**src/rtl/key_conditioner.sv**
```systemverilog
// rtl/key_conditioner.sv - synchronise, debounce and stretch the up/down/ok push-buttons
// Optional KEY_ACTIVE_LOW_EN: raw buttons read 0 when pressed.
module key_conditioner #(
   parameter int DB_CYCLES   = 1_000_000,
   parameter int HOLD_CYCLES = 50_000_000,
   parameter int CNT_W       = 26
) (
   input  logic clk,
   input  logic rst,
   input  logic btn_up_raw,
   input  logic btn_down_raw,
   input  logic btn_ok_raw,
   output logic up,
   output logic down,
   output logic ok
);

   localparam int UP = 0;
   localparam int DN = 1;
   localparam int OK = 2;
   localparam logic [CNT_W-1:0] DB_LAST   = CNT_W'(DB_CYCLES - 1);
   localparam logic [CNT_W-1:0] HOLD_LOAD = CNT_W'(HOLD_CYCLES);

   logic [2:0] raw_in;
   logic [2:0] s0, s1, st;
   logic [2:0] press, cut, active;
   logic [CNT_W-1:0] db_cnt   [3];
   logic [CNT_W-1:0] hold_cnt [3];

`ifdef KEY_ACTIVE_LOW_EN
   assign raw_in = ~{btn_ok_raw, btn_down_raw, btn_up_raw};
`else
   assign raw_in = {btn_ok_raw, btn_down_raw, btn_up_raw};
`endif

   always_comb begin
      press  = '0;
      active = '0;
      for (int i = 0; i < 3; i++) begin
         press[i]  = ~st[i] & s1[i] & (db_cnt[i] == DB_LAST);
         active[i] = st[i] | (hold_cnt[i] != '0);
      end
      // a fresh up press cancels a pending down stretch and vice versa
      cut = {1'b0, press[UP], press[DN]};
   end

   always_ff @(posedge clk) begin
      if (rst) begin
         s0   <= '0;
         s1   <= '0;
         st   <= '0;
         up   <= 1'b0;
         down <= 1'b0;
         ok   <= 1'b0;
         for (int i = 0; i < 3; i++) begin
            db_cnt[i]   <= '0;
            hold_cnt[i] <= '0;
         end
      end else begin
         s0 <= raw_in;
         s1 <= s0;
         for (int i = 0; i < 3; i++) begin
            if (s1[i] == st[i]) begin
               db_cnt[i] <= '0;
            end else if (db_cnt[i] == DB_LAST) begin
               st[i]     <= s1[i];
               db_cnt[i] <= '0;
            end else begin
               db_cnt[i] <= db_cnt[i] + CNT_W'(1);
            end

            if (press[i]) begin
               hold_cnt[i] <= HOLD_LOAD;
            end else if (cut[i]) begin
               hold_cnt[i] <= '0;
            end else if (hold_cnt[i] != '0) begin
               hold_cnt[i] <= hold_cnt[i] - CNT_W'(1);
            end
         end
         // both directions held at once is ambiguous, so neither is reported
         up   <= active[UP] & ~(st[UP] & st[DN]);
         down <= active[DN] & ~(st[UP] & st[DN]);
         ok   <= active[OK];
      end
   end

endmodule
```
**config.mk**
```make
export PLATFORM = sky130hd
export DESIGN_NAME = key_conditioner
export DESIGN_NICKNAME = d
export VERILOG_FILES = /design/src/rtl/key_conditioner.sv
export SDC_FILE = /design/constraint.sdc
export NUM_CORES = 1
export LEC_CHECK = 0
export CORE_MARGIN = 2
export CORE_UTILIZATION = 55
export CTS_CLUSTER_SIZE = 12
export DETAILED_ROUTE_END_ITERATION = 16
export PLACE_DENSITY_LB_ADDON = 0.1
export RECOVER_POWER = 100
export SLEW_MARGIN = 10
export SYNTH_ARGS = -nofsm -noshare
export SYNTH_HDL_FRONTEND = slang
export SYNTH_SLANG_ARGS = --single-unit
```
**constraint.sdc**
```tcl
create_clock -name clk -period 3.1 [get_ports clk]
set_input_delay 0.62 -clock clk [delete_from_list [all_inputs] [get_ports clk]]
set_output_delay 0.62 -clock clk [all_outputs]
set_load 0.01 [all_outputs]
```
### Word level (Yosys, flattened, before mapping)

Memories as Yosys holds them, arrays and structs flattened.
Index checks and enable logic that the tools add are counted.

| storage, ports and cells | value |
|---|---|
| register bits after elaboration | 12 |
| bits in latches | 0 |
| bits in writable memories | 156 |
| bits in read-only memories | 0 |
| memories kept | 2 |

| operators by class | value |
|---|---|
| add/sub/neg operators | 6 |
| $mul | 0 |
| div/mod/pow operators | 0 |
| $lt $le $gt $ge | 0 |
| eq/ne operators | 6 |
| shift-type cells | 0 |
| multiplexer cells | 81 |
| bitwise operators | 36 |
| reduce and logical (&&, ||, !) cells | 6 |

Memory list:

| name | words | bits a word | read ports | clocked after memory_dff | write ports | RTL line | text |
|---|---|---|---|---|---|---|---|
| db_cnt | 3 | 26 | 3 | 0 | 3 | 27 | `logic [CNT_W-1:0] db_cnt [3];` |
| hold_cnt | 3 | 26 | 3 | 0 | 3 | 28 | `logic [CNT_W-1:0] hold_cnt [3];` |

Operators with widths:

| cell | count |
|---|---|
| 2-to-1 mux 26 bit | 17 |
| adder 26 x 1 -> 26 bit (second input constant) | 3 |
| == test 26 x 20 -> 1 bit (second input constant) | 3 |
| nonzero test 26 bit | 3 |
| subtractor 26 x 1 -> 26 bit (second input constant) | 3 |
| 2-to-1 mux 1 bit | 64 |
| bitwise OR 1 bit | 20 |
| bitwise AND 1 bit | 9 |
| NOT 1 bit | 7 |
| AND reduction 2 bit | 3 |
| == test 1 bit | 3 |

### Logic depth before layout (Yosys ltp)

Gate-level depths: netlist (run 1).

| depth | value |
|---|---|
| depth after elaboration | 9 |
| gate-level depth with buffers | 9 |
| mapped depth without buffers | 8 |

### Worst setup path after synthesis (run 1)

No wires, ideal clock.

| timing path | value |
|---|---|
| path type | register -> register |
| start | mem hold_cnt[1][13] |
| end | mem hold_cnt[1][0], enable pin |
| setup time | 0.443 ns |
| data arrival time | 2.548 ns |
| setup slack | 0.109 ns |
| cell stages (with the launch flop) | 6 |
| path buffers | 1 |
| clock period less this slack | 2.991 ns |
| path through | edfxtp_1 > or4_4 > or3_1 > buf_2 > or4_4 > nand2b_1 |

RTL lines:

| what | RTL line |
|---|---|
| start: declaration | 28 |

==> results of run 1 <==
per-stage QoR:
stage / power [W] / worst slack, ns / cell area [um2] / hold WS [ns]
floorplan: 0.00397 / 0.109 / 9350 / 0.414
CTS: 0.00620 / 0.0940 / 10200 / 0.435
detailed placement: 0.00427 / 0.142 / 9710 / 0.420
finish: 0.00613 / 0.115 / 10200 / 0.432
global route: 0.00645 / 0.00699 / 10200 / 0.460
global placement: 0.00421 / 0.258 / 9710 / 0.425
cell families after synthesis:
group,Yosys count,synth area share (%)
compound gates,80,5.24
xor+xnor,127,12.3
fa+ha+maj,11,1.52
buf+inv,48,2.28
flops,168,54.4
mux,2,0.221
other cells,1,0.0414
simple gates,427,24.0
power groups by stage:
stage / Clock [W] / Sequential, W / Combinational [W]
finish: 0.00191 / 0.00303 / 0.00119
global route: 0.00204 / 0.00307 / 0.00135
CTS: 0.00196 / 0.00303 / 0.00121
detailed placement: 0 / 0.00307 / 0.00120
global placement: 0 / 0.00305 / 0.00116
floorplan: 0 / 0.00301 / 0.000962
worst max-delay path, cell delays in order (launching register included):
cell	delay, ns
edfxtp_1	0.44
or3_1	0.45
or4_1	0.53
or4_1	0.67
nor2_4	0.17
a41o_4	0.31
a21oi_1	0.09
worst max-delay path by stage:
stage / startpoint / end / cells after the start
after floorplan: hold_cnt[1][13] / hold_cnt[1][0] / 5
final: hold_cnt[1][18] / hold_cnt[2][25] / 6
after detailed placement: hold_cnt[2][14] / hold_cnt[2][14] / 6
after global placement: hold_cnt[0][14] / hold_cnt[1][12] / 6
after global routing: hold_cnt[1][18] / hold_cnt[2][25] / 6
after CTS: hold_cnt[2][14] / hold_cnt[2][25] / 6
cells in the final DEF, fill, tap and decap left out, types with 7 or more instances in the layout:
cell type  count
nand2_1       56
inv_1         21
conb_1        78
nor4b_1       11
dfxtp_1       12
o21ai_0       25
a21oi_1       31
xor2_1        55
nand2b_1       8
o21a_1        11
or3_1         19
nor2b_1        8
nor4_1        24
clkbuf_1      10
ha_1          11
buf_4          7
or4_1          8
nand3_1       37
nor3_1        42
edfxtp_1     156
and3_1        12
nand4_1       16
and4_1         7
clkbuf_16     17
nor2_1       153
xnor2_1       72
state kept, by name (all words and copies together) (netlist names):
register	count
s0	3
db_cnt	78
st	3
down	1
s1	3
hold_cnt	78
up	1
ok	1
Yosys cell counts (3+ instances only):
cell and number:
a21oi_1 31, or4_4 5, o21a_1 11, and3_1 12, o21ai_0 23, or4_1 7, edfxtp_1 156, ha_1 11
nand3_1 37, nor3b_1 6, clkbuf_1 16, and2_1 6, nor2b_1 8, and4_1 7, inv_1 21, nor4_1 24
nor3_1 42, nand2_1 56, or3_1 19, nand4_1 16, xor2_1 55, nand2b_1 8, o31ai_1 3, xnor2_1 72
dfxtp_1 12, buf_4 3, buf_2 6, nor2_1 153, nor4b_1 11
layer usage:
| metal | GRT usage [%] | wire length [um] | share of wire (%) |
|---|---|---|---|
| met1 | 24.7 | 7530 | 45 |
| met2 | 33.3 | 8240 | 50 |
| met3 | 4.38 | 510 | 3.1 |
| met4 | 7.59 | 282 | 1.7 |
| met5 | 0 | 0 | 0 |
area by class of cell:
| class | count | area [um2] |
|---|---|---|
| Fill cell | 1304 | 5800 |
| Sequential cell | 168 | 4920 |
| Multi-Input combinational cell | 725 | 4220 |
| Clock buffer | 28 | 507 |
| Tap cell | 216 | 270 |
| Timing Repair Buffer | 23 | 178 |
| Inverter | 21 | 78.8 |
| Clock inverter | 4 | 20.0 |
repair_timing:
item / in CTS / in global routing
hold buffers: 0 / 0
setup endpoints to repair: 0 / 8
resized for setup: 0 / 1
buffers inserted: 0 / 1
==> impl_results.md, run 1 <==
* P_int at 0.00442 W
* Layout cells sized above 1 at 5.16%
* R2R Path Start: hold_cnt[1][18]
* Fraction of registers with async set/reset at 0%
* Area grow syn2layout at 12.6%
* Core Region at 16000 um2
* Register bit total from synthesis at 168
* CP max FO at 12
* CTS max path bufs at 2
* Arrival time worst endpoint at 3.08 ns
* Max H-tree Level at 4
* Final setup TNS at 0 ns
* Pleak at 3.61 nW
* Synthesized cell area at 9060 um2
* Port Buffers at 7
* Reg2reg path depth at 6
* Reg clk slew, reported paths at 0.06 ns
* Hold Startpoint: s0[1]
* Diode count at 0
* Post-synth top flop: edfxtp_1
* Clk Tree Root Cell: clkbuf_16
* Synth warn at 0
* Vias in the first global route at 6202
* Sequential cell area fraction in the yosys report at 54.4%
* Psw at 0.00171 W
* Horiz. Die Dim at 132 um
* CTS tree: yes
* Routed WL per cell at 14.0 um
* Hold Crit Depth at 1
* Tot GR Track Use at 19.7%
* Status: complete, no violations
* Switching Fraction at 27.9%
* Worst setup SP type: flop
* Drt drc at 0
* WS Path Type: flop to flop
* Die height at 132 um
* Capturing point of the worst reg2reg path: hold_cnt[2][25]
* First-pass GRT wire length at 28100 um
* Tightest Hold Check Type: flop to flop
* Initial antenna violation count at 0
* DR vias at 6438
* Sink Count at 168
* Final min period at 2.98 ns
* Die area at 17500 um2
* Logic pwr share at 19.4%
* Drt first pass iters at 4
* Least-Margin Pin Slew at 1.16 ns
* Fmax at 335 MHz
* Layout Nets at 972
* Cells after Synth at 864
* Clk_lat worst skew at 0.43 ns
* Placed cells at 1152
* Vias/cell at 5.43
* Finished Layout Cells at 1185
* GPL Wtd Cong at 0.807
* RSZ-0062 raised after global routing: no
* Clock share of power at 31.2%
* Flop pwr share at 49.4%
* Fin. Hold Viols at 0
* I/O pin count at 8
* Top-area cell type share of the netlist area at 51.7%
* GRT overflow at 0
* Synth top area cells: edfxtp_1, xnor2_1, nor2_1
* Cell variety after synth at 50
* Routed WL at 16600 um
* Setup slack, reg-to-reg at 0.12 ns
* # rows at 46
* Synth area leader: edfxtp_1
* Setup Viol. Count Final at 0
* Slew HR at 22.3%
* Hold worst-path end: s1[1]
* Pin count of the biggest net entering global routing at 27
* Worst IR drop on VDD at 409 uV
* Finished Core Util at 63.7%
* Crit. End Element: flop
* Post-synth EDFFs at 156
* Num CTS Buffers at 17
* Final Max Slew Viols at 0
* # Max-Cap Violations at 0
* Detail Placement HPWL at 11600 um
* Syn Area/Cell at 10.5 um2
* DR iter-0 viols at 373
* Initial core utilization at 56.6%
* Antenna viol nets, final at 0
* CP required at 3.20 ns
* Clock skew at 0.0102 ns
* PD cells at 601 nW/um2
* Fin crit share at 96.3%
Note: power is estimated with default switching activity, not from simulation.
==> run 2, diff against run 1 <==
Settings changed: ABC_CLOCK_PERIOD_IN_PS set to 3100, SETUP_SLACK_MARGIN set to 0.1.
==> impl_results.md, run 2 (synthesized netlist as in run 1, its figures left out) <==
* Layout Nets at 975 (+0.31%)
* GPL Wtd Cong at 0.807 (unchanged)
* # rows at 46 (unchanged)
* Final min period at 2.95 ns (-0.0317 ns)
* Die height at 132 um (unchanged)
* Worst IR drop on VDD at 409 uV (-0.11%)
* RSZ-0062 raised after global routing: no
* DR vias at 6465 (+0.42%)
* Initial antenna violation count at 0 (unchanged)
* Placement Cell Area at 9710 um2 (unchanged)
* Pin count of the biggest net entering global routing at 27 (unchanged)
* Port Buffers at 7 (unchanged)
* Clk Tree Root Cell: clkbuf_16
* Max H-tree Level at 4 (unchanged)
* Horiz. Die Dim at 132 um (unchanged)
* Initial core utilization at 56.6% (unchanged)
* CP max FO at 6 (-6)
* Detail Placement HPWL at 11600 um (unchanged)
* Tightest Hold Check Type: flop to flop
* Clk_lat worst skew at 0.43 ns (about the same)
* Drt drc at 0 (unchanged)
* Core Region at 16000 um2 (unchanged)
* Setup WS post-layout at 0.147 ns (+0.0317 ns)
* Most frequent cells in the layout: edfxtp_1, nor2_1, conb_1
* Drt first pass iters at 6 (+2)
* Final setup TNS at 0 ns (unchanged)
* Layout cells sized above 1 at 5.66% (+0.50 points)
* Vias/cell at 5.44 (+0.17%)
* Worst slack at placement at 0.142 ns (unchanged)
* First-pass GRT wire length at 28100 um (+0.15%)
* Reg clk slew, reported paths at 0.06 ns (about the same)
* Largest registers: db_cnt (78), hold_cnt (78)
* Crit. End Element: flop
* Least-Margin Pin Slew at 1.07 ns (-0.0839 ns)
* Fin crit share at 95.3% (-1.0 points)
* Hold buffer count at cts at 0 (unchanged)
* Final Max Slew Viols at 0 (unchanged)
* Die area at 17500 um2 (unchanged)
* I/O pin count at 8 (unchanged)
* WS Path Type: flop to flop
* CTS tree: yes
* CTS max path bufs at 2 (unchanged)
* CP required at 3.24 ns (+0.04 ns)
* DR iter-0 viols at 429 (+15%)
* Clock skew at 0.00949 ns (-0.000682 ns)
* Routed WL per cell at 14.2 um (+1.4%)
* Sink Count at 168 (unchanged)
* Final instance area at 10200 um2 (+0.50%)
* Tot GR Track Use at 19.7% (+0.025 points)
* CP Cell Sequence: or4_1 -> nand2b_1 -> or4_4 -> nor4b_4 -> buf_4 -> a41o_1 -> a21oi_1
* Vias in the first global route at 6203 (+0.016%)
* Num CTS Buffers at 17 (unchanged)
* Commonest non-fill, non-tap cell in the layout: edfxtp_1
* Area grow syn2layout at 13.2%
* Worst setup SP type: flop
* Antenna viol nets, final at 0 (unchanged)
* Fmax at 339 MHz (+1.1%)
* CP max-delay cell: or4_1
* Setup Viol. Count Final at 0 (unchanged)
* Fin. Hold Viols at 0 (unchanged)
* # Max-Cap Violations at 0 (unchanged)
* Routed WL at 16800 um (+1.6%)
* GRT overflow at 0 (unchanged)
* Diode count at 0 (unchanged)
* Status: complete, no violations
* Slew HR at 28.5% (+6.2 points)
* PD cells at 600 nW/um2 (-0.26%)
* Arrival time worst endpoint at 3.09 ns (about the same)
* Pleak at 3.64 nW (+0.71%)
* Fill count at 1298 (-0.46%)
* Max incr delay on CP at 0.60 ns (-0.07 ns)
run 2: cell types whose count changed in the layout (fill, tap and decap cells not counted), sizes merged:
cell / change
buf: +4
clkbuf: -2
a41o: +1
run 2: final timing paths:
check / startpoint / to / slack, ns / cells past startpoint
worst max-delay path: hold_cnt[2][14] / hold_cnt[2][17] / 0.15 / 7
worst min-delay path: s0[1] / s1[1] / 0.43 / 1
worst max register to register: hold_cnt[2][14] / hold_cnt[2][17] / 0.15 / 7
worst min register to register: s0[1] / s1[1] / 0.43 / 1
run 2: critical path, delay by kind of cell (launching register included):
family          cells  cell delay, ns
flops               1            0.46
buf+inv             1            0.19
compound gates      2            0.39
simple gates        4            1.61
run 2: layout make-up:
class	instances	area, um2	area share (%)
Sequential cell	168	4920	48.0
Multi-Input combinational cell	726	4250	41.4
Clock buffer	28	507	4.94
Tap cell	216	270	2.64
Timing Repair Buffer	25	204	1.99
Inverter	21	78.8	0.769
Clock inverter	4	20.0	0.195
run 2: power breakdown:
group / leakage, nW / switching [W] / internal (W) / total (W)
registers: 1.82 / 0.000239 / 0.00279 / 0.00303
clock network: 0.262 / 0.000807 / 0.00110 / 0.00191
logic: 1.55 / 0.000671 / 0.000532 / 0.00120
run 2: metrics by stage:
stage	total power, W	util, %	hold WS, ns	std cells
final	0.00615	64.1	0.432	1188
after global routing	0.00647	64.1	0.460	1188
after CTS	0.00620	64.0	0.435	1184
after detailed placement	0.00427	60.7	0.420	1152
after global placement	0.00421	60.7	0.425	1152
after floorplan	0.00397	-	0.414	941
run 2: timing repair:
action / 4_1_cts / 5_1_grt
buffers inserted: 0 / 3
pin swaps: 0 / 2
gates resized for setup: 1 / 5
cloned: 0 / 1
endpoints found under the setup margin: 1 / 67
run 2: routing by layer:
| metal | track usage [%] | share of wire (%) |
|---|---|---|
| met1 | 24.7 | 46 |
| met2 | 33.3 | 50 |
| met3 | 4.38 | 3.2 |
| met4 | 7.59 | 1.7 |
| met5 | 0 | 0 |
==> run 3, diff against run 2 <==
Settings changed: CTS_CLUSTER_DIAMETER set to 60.
==> results of run 3 <==
Same layout as run 2: the final DEF is identical, and so are final timing and power.
